--- config.mk ---
export PLATFORM = sky130hd
export DESIGN_NAME = decode42_key
export DESIGN_NICKNAME = d
export VERILOG_FILES = /design/src/rtl/decode42_key.sv
export SDC_FILE = /design/constraint.sdc
export NUM_CORES = 1
export LEC_CHECK = 0
export CORE_MARGIN = 4
export CORE_UTILIZATION = 60
export DETAILED_ROUTE_END_ITERATION = 10
export DONT_BUFFER_PORTS = 1
export HOLD_SLACK_MARGIN = 0.06
export PLACE_DENSITY_LB_ADDON = 0.05
export SLEW_MARGIN = 40
export SYNTH_ARGS = -nofsm -noshare
export SYNTH_HDL_FRONTEND = slang
export SYNTH_SLANG_ARGS = --single-unit
--- constraint.sdc ---
create_clock -name clk -period 4.8 [get_ports clk]
set_input_delay 1.2 -clock clk [delete_from_list [all_inputs] [get_ports clk]]
set_output_delay 1.2 -clock clk [all_outputs]
set_load 0.02 [all_outputs]
--- src/rtl/decode42_key.sv ---
// Debounced 4-key priority encoder: synchronizes raw key lines, debounces press
// and release, and reports the accepted key index with a one-cycle valid pulse.
module decode42_key #(
    parameter int DB_CYCLES = 4
) (
    input  logic       clk,
    input  logic       rst,
    input  logic [3:0] key,
    output logic [1:0] code,
    output logic       valid,
    output logic       active,
    output logic       multi
);

    localparam int CW = $clog2(DB_CYCLES + 1);
    localparam logic [CW-1:0] CNT_LAST = CW'(DB_CYCLES - 1);

    // state    | meaning
    // IDLE     | no key seen
    // DEBOUNCE | key pattern seen, waiting for it to stay stable
    // PRESSED  | press accepted, holding until keys go to zero
    // RELEASE  | keys zero, waiting for the release to stay stable
    typedef enum logic [1:0] {IDLE, DEBOUNCE, PRESSED, RELEASE} state_t;

    state_t        state, state_nx;
    logic [CW-1:0] cnt, cnt_nx;
    logic [3:0]    cap, cap_nx;
    logic [3:0]    sync1, ks;
    logic [1:0]    code_nx;
    logic          multi_nx, active_nx, valid_nx;

    function automatic logic [1:0] enc(input logic [3:0] v);
        if (v[3])      return 2'd3;
        else if (v[2]) return 2'd2;
        else if (v[1]) return 2'd1;
        else           return 2'd0;
    endfunction

    always_ff @(posedge clk) begin
        if (rst) begin
            sync1  <= '0;
            ks     <= '0;
            state  <= IDLE;
            cnt    <= '0;
            cap    <= '0;
            code   <= 2'b00;
            valid  <= 1'b0;
            active <= 1'b0;
            multi  <= 1'b0;
        end else begin
            sync1  <= key;
            ks     <= sync1;
            state  <= state_nx;
            cnt    <= cnt_nx;
            cap    <= cap_nx;
            code   <= code_nx;
            valid  <= valid_nx;
            active <= active_nx;
            multi  <= multi_nx;
        end
    end

    always_comb begin
        state_nx  = state;
        cnt_nx    = cnt;
        cap_nx    = cap;
        code_nx   = code;
        multi_nx  = multi;
        active_nx = active;
        valid_nx  = 1'b0;
        case (state)
            IDLE: begin
                if (ks != 4'b0000) begin
                    state_nx = DEBOUNCE;
                    cap_nx   = ks;
                    cnt_nx   = '0;
                end
            end
            DEBOUNCE: begin
                if (ks == 4'b0000) begin
                    state_nx = IDLE;
                end else if (ks != cap) begin
                    cap_nx = ks;
                    cnt_nx = '0;
                end else if (cnt == CNT_LAST) begin
                    state_nx  = PRESSED;
                    code_nx   = enc(cap);
                    // more than one bit set iff clearing the lowest set bit leaves something
                    multi_nx  = (cap & (cap - 4'd1)) != 4'b0000;
                    active_nx = 1'b1;
                    valid_nx  = 1'b1;
                end else begin
                    cnt_nx = cnt + 1'b1;
                end
            end
            PRESSED: begin
                if (ks == 4'b0000) begin
                    state_nx = RELEASE;
                    cnt_nx   = '0;
                end
            end
            RELEASE: begin
                if (ks != 4'b0000) begin
                    state_nx = PRESSED;
                end else if (cnt == CNT_LAST) begin
                    state_nx  = IDLE;
                    active_nx = 1'b0;
                end else begin
                    cnt_nx = cnt + 1'b1;
                end
            end
            default: state_nx = IDLE;
        endcase
    end

endmodule

# After elaboration in Yosys (flattened, before gate mapping)
# Index checks and enable logic that the tools add are counted.
dict set report op_classes {
  n_addsub 2
  n_eq_ne 16
  n_mux 29
  bitwise 4
  reduce_logical 12
}
# cell n
set ops {}
lappend ops {{two-way mux 2 bit} 9}
lappend ops {{two-way mux 3 bit} 6}
lappend ops {{!= test 2 bit (second input constant)} 8}
lappend ops {{two-way mux 4 bit} 3}
lappend ops {{case mux 3 bit (4 select lines)} 1}
lappend ops {{AND reduction 4 bit} 3}
lappend ops {{!= test 3 bit (second input constant)} 3}
lappend ops {{case mux 2 bit (4 select lines)} 1}
lappend ops {{case mux 4 bit (2 select lines)} 1}
lappend ops {{nonzero test 4 bit} 2}
lappend ops {{two-way mux 1 bit} 7}
lappend ops {{AND reduction 6 bit} 1}
lappend ops {{AND reduction 5 bit} 1}
lappend ops {{AND 4 bit} 1}
lappend ops {{equality test 2 bit (second input constant)} 2}
lappend ops {{logical NOT 4 bit} 1}
lappend ops {{!= test 4 bit} 1}
lappend ops {{nonzero test 2 bit} 2}
lappend ops {{OR reduction 4 bit} 1}
lappend ops {{subtractor 4 x 1 -> 4 bit (second input constant)} 1}
lappend ops {{adder 3 x 1 -> 3 bit (second input constant)} 1}
lappend ops {{equality test 3 x 2 -> 1 bit (second input constant)} 1}
lappend ops {{NOT 1 bit} 3}
lappend ops {{equality test 2 x 1 -> 1 bit (second input constant)} 1}
lappend ops {{other kinds (2)} 2}
dict set report word_totals {
  reg_bits 22
  input_bits 6
  output_inout_bits 5
  wordCells 72
}

# Depth between registers and ports, before layout
dict set report logic_depth {
  word_depth 5
  mapped_depth 5
  ltp_nobuf 5
}

# Least setup slack after synthesis
# Ideal clock, no wire load.
dict set report synth_path {
  path_kind {input to register}
  start {input port rst}
  end {register code[0]}
  setup_time_ns 0.058
  t_arrival_ns 1.788
  t_required_ns 4.742
  path_slack_ns 2.954
  path_stages 5
  n_path_buf 1
  path_cell_list {inv_1 -> buf_2 -> o21ai_0 -> nor4_1 -> a31o_2}
}
# item line_no
set synth_lines {}
lappend synth_lines {{start, declared} 7} ;# input logic rst,
lappend synth_lines {{end signal, assigned} 56} ;# code <= code_nx;
lappend synth_lines {{end, declared} 9} ;# output logic [1:0] code,

# Final worst setup path
dict set report layout_path {
  start {register multi}
  end {output port multi}
}
# item line_no
set layout_lines {}
lappend layout_lines {{start, declared} 12} ;# output logic multi
lappend layout_lines {{start signal, assigned} 59} ;# multi <= multi_nx;
# No word-level cell between the ends.

==> flow_metrics.tcl <==
set metrics [dict create \
    outcome "finished clean" \
    timing_worst_setup_path_type "reg2out" \
    commonest_register_cell_after_synthesis "sky130_fd_sc_hd__dfxtp_1" \
    final_worst_path_setup_slack_ns 2.82 \
    sequential_area_share_after_synthesis 0.472 \
    synth-edff-count 0 \
    hold_depth 1 \
    yosysTopAreaCell "sky130_fd_sc_hd__dfxtp_1" \
    async_flop_share 0 \
    route.detailed.vias_per_inst 5.81 \
    syn_avg_cell_area_um2 9.93 \
    syn_area_um2 933 \
    rsz0062_at_grt "false" \
    first_global_vias 572 \
    ioPinCount 11 \
    die-height_um 47.4 \
    critical_path.startpoint_type "flip-flop" \
    crit_arrival_ns 0.78 \
    setup_viol 0 \
    final_hold_viol_count 0 \
    postCtsHoldBufs 0 \
    share_seq_of_total_power 0.595 \
    fin_nets 102 \
    worstPathRequired_ns 3.60 \
    cts.repair_timing.setup_buffer_count 0 \
    drt_pre_antenna_iters 4 \
    detailed_place_hpwl_um 1170 \
    synthesis.nets 101 \
    synth_seq_cells 22 \
    yosysTopAreaCellShare 0.472 \
    largest_net_degree_at_the_start_of_global_routing 17 \
    reg2reg_depth 4 \
    dr.first_iter.drc_count 4 \
    final-max-slew-violation-count 0 \
    antennaDiodeCount 0 \
    routed_wl_um 1540 \
    synthCells 94 \
    total_switching_power_mw 0.0787 \
    ctsResizeCount 0 \
    rr_startpoint "ks[2]" \
    clkLatencyLatePin_ns 0.30 \
    combPwrFrac 0.101 \
    ys_top_cells_by_area "sky130_fd_sc_hd__dfxtp_1, sky130_fd_sc_hd__nor2b_1, sky130_fd_sc_hd__xnor2_1" \
    port_buffers 0 \
    grt_usage 0.166 \
    cts-htree-levels 1 \
    design.die.area_mm2 0.00225 \
    cts_sinks 22 \
    max_freq_mhz 506 \
    ir_drop_mv 0.221 \
    detail-route-antenna-nets 0 \
    clock_power_share 0.304 \
    cts-root-buf "sky130_fd_sc_hd__clkbuf_4" \
    clkTransAtPathRegs_ns 0.12 \
    max_cap_viol_count 0 \
    cts_inserted_buffers 3 \
    intPower_mw 0.250 \
    total_vias_in_the_final_route 633 \
    wire_per_inst_um 14.1 \
    critical_path_peak_fanout 2 \
    wire_length_of_the_first_global_routing_pass_um 2550 \
    hold_path_startpoint "sync1[2]" \
    post_synthesis_to_final_layout_area_growth_pct 3.89 \
    initial_core_util 0.675 \
    std_cell_rows 13 \
    yosys_warnings 0 \
    globalplace.congestion 0.814 \
    worst_pin_slew_ns 0.499 \
    finalPower_mw 0.329 \
    critical_path_endpoint_category "output port" \
    net_sw_frac 0.240 \
    fin_skew_ns 0.00488 \
    grt_remaining_overflow 0 \
    final.period_utilization 0.412 \
    power.density_mw_per_mm2 339 \
    leakage_nw 0.347 \
    worst_slew_margin_rel 0.665 \
    grt_antenna_before_repair 0 \
    post-place-ws_ns 2.83 \
    cts_buffer_depth 2 \
    min_period_ns 1.98 \
    yosys.cell_types.count 33 \
    timing.hold.worst.class "reg2reg" \
    drive_gt1_frac 0.149 \
    number_of_remaining_drc_errors 0 \
    coreArea_mm2 0.00138 \
    fp.dieW_um 47.4 \
    hold_path_end "ks[2]" \
    fin_setup_tns_ns 0 \
    regToRegEndpoint "cnt[0]" \
    cts_tree "built" \
    r2r_slack_ns 3.10 \
]
[final cells by class]
| class | count | area, um^2 |
|---|---|---|
| tap | 15 | 18.8 |
| sequential | 22 | 440 |
| fill | 110 | 413 |
| multi-input combinational | 63 | 455 |
| inverter | 5 | 18.8 |
| clock buffer | 4 | 36.3 |
[cell usage after synthesis (all sizes together), types with 2 or more instances]
cell / instances
a31o: 3
inv: 5
nand3: 3
xnor2: 5
or3: 2
nand2: 7
o21ai: 4
o32ai: 3
a211oi: 2
nor2b: 10
a21oi: 6
buf: 3
nor2: 2
dfxtp: 22
nor4: 3
[state kept, by name, indices dropped and copies added, names as in the netlist, named ones only]
name,count
active,1
cap,4
cnt,3
code,2
ks,4
multi,1
state,1
sync1,4
valid,1
[per-stage QoR]
stage           util  cell area (um^2)  hold WS (ns)  std cells
6_report       0.701               970         0.450        109
5_1_grt        0.701               970         0.468        109
4_1_cts        0.701               970         0.452        109
3_5_place_dp   0.675               933         0.428        105
3_3_place_gp   0.675               933         0.426        105
2_1_floorplan      -               933         0.414         94
[cells in the final DEF, fill, tap and decap left out, types with 2 or more instances in the layout]
master                     Yosys  routed
sky130_fd_sc_hd__dfxtp_1      22      22
sky130_fd_sc_hd__nor2b_1      10      10
sky130_fd_sc_hd__nand2_1       7       7
sky130_fd_sc_hd__inv_1         5       5
sky130_fd_sc_hd__xnor2_1       5       5
sky130_fd_sc_hd__a21oi_1       5       5
sky130_fd_sc_hd__o21ai_0       4       4
sky130_fd_sc_hd__o32ai_1       3       3
sky130_fd_sc_hd__nand3_1       3       3
sky130_fd_sc_hd__a31o_2        3       3
sky130_fd_sc_hd__clkbuf_4      0       3
sky130_fd_sc_hd__nor2_1        2       2
sky130_fd_sc_hd__nor4_1        2       2
[kinds of logic (layout without fill, tap and decap cells)]
group | Yosys count | after routing | share of synthesized area
AO/OA/AOI/OAI | 22 | 22 | 0.178
XOR/XNOR | 6 | 6 | 0.0643
adder cells (fa/ha/maj) | 2 | 2 | 0.0241
buffers and inverters | 9 | 9 | 0.0402
flip-flops | 22 | 22 | 0.472
multiplexers | 1 | 1 | 0.0107
AND/OR/NAND/NOR | 32 | 32 | 0.210
[how the worst max path moves through the flow]
| stage | startpoint | to | slack (ns) | cells after the start |
|---|---|---|---|---|
| after floorplan | rst | code[0] | 2.95 | 5 |
| after global placement | rst | code[0] | 2.90 | 4 |
| after detailed placement | rst | code[0] | 2.83 | 4 |
| after CTS | multi | multi | 2.81 | 0 |
| after global routing | multi | multi | 2.77 | 0 |
| final | multi | multi | 2.82 | 0 |
[metal layers]
layer	part of all wire	up-vias	track usage
met5	0	-	0
met4	0.0085	0	0.0829
met3	0.042	2	0.0602
met2	0.42	6	0.222
met1	0.52	290	0.233
li1	-	335	-
[power by group through the flow]
stage	logic (mW)	clock network (mW)	registers [mW]
detailed placement	0.0336	0	0.200
finish	0.0333	0.0998	0.195
CTS	0.0337	0.104	0.195
floorplan	0.0310	0	0.198
global placement	0.0331	0	0.199
global route	0.0371	0.113	0.197
Power figures use the tool's default switching activity.
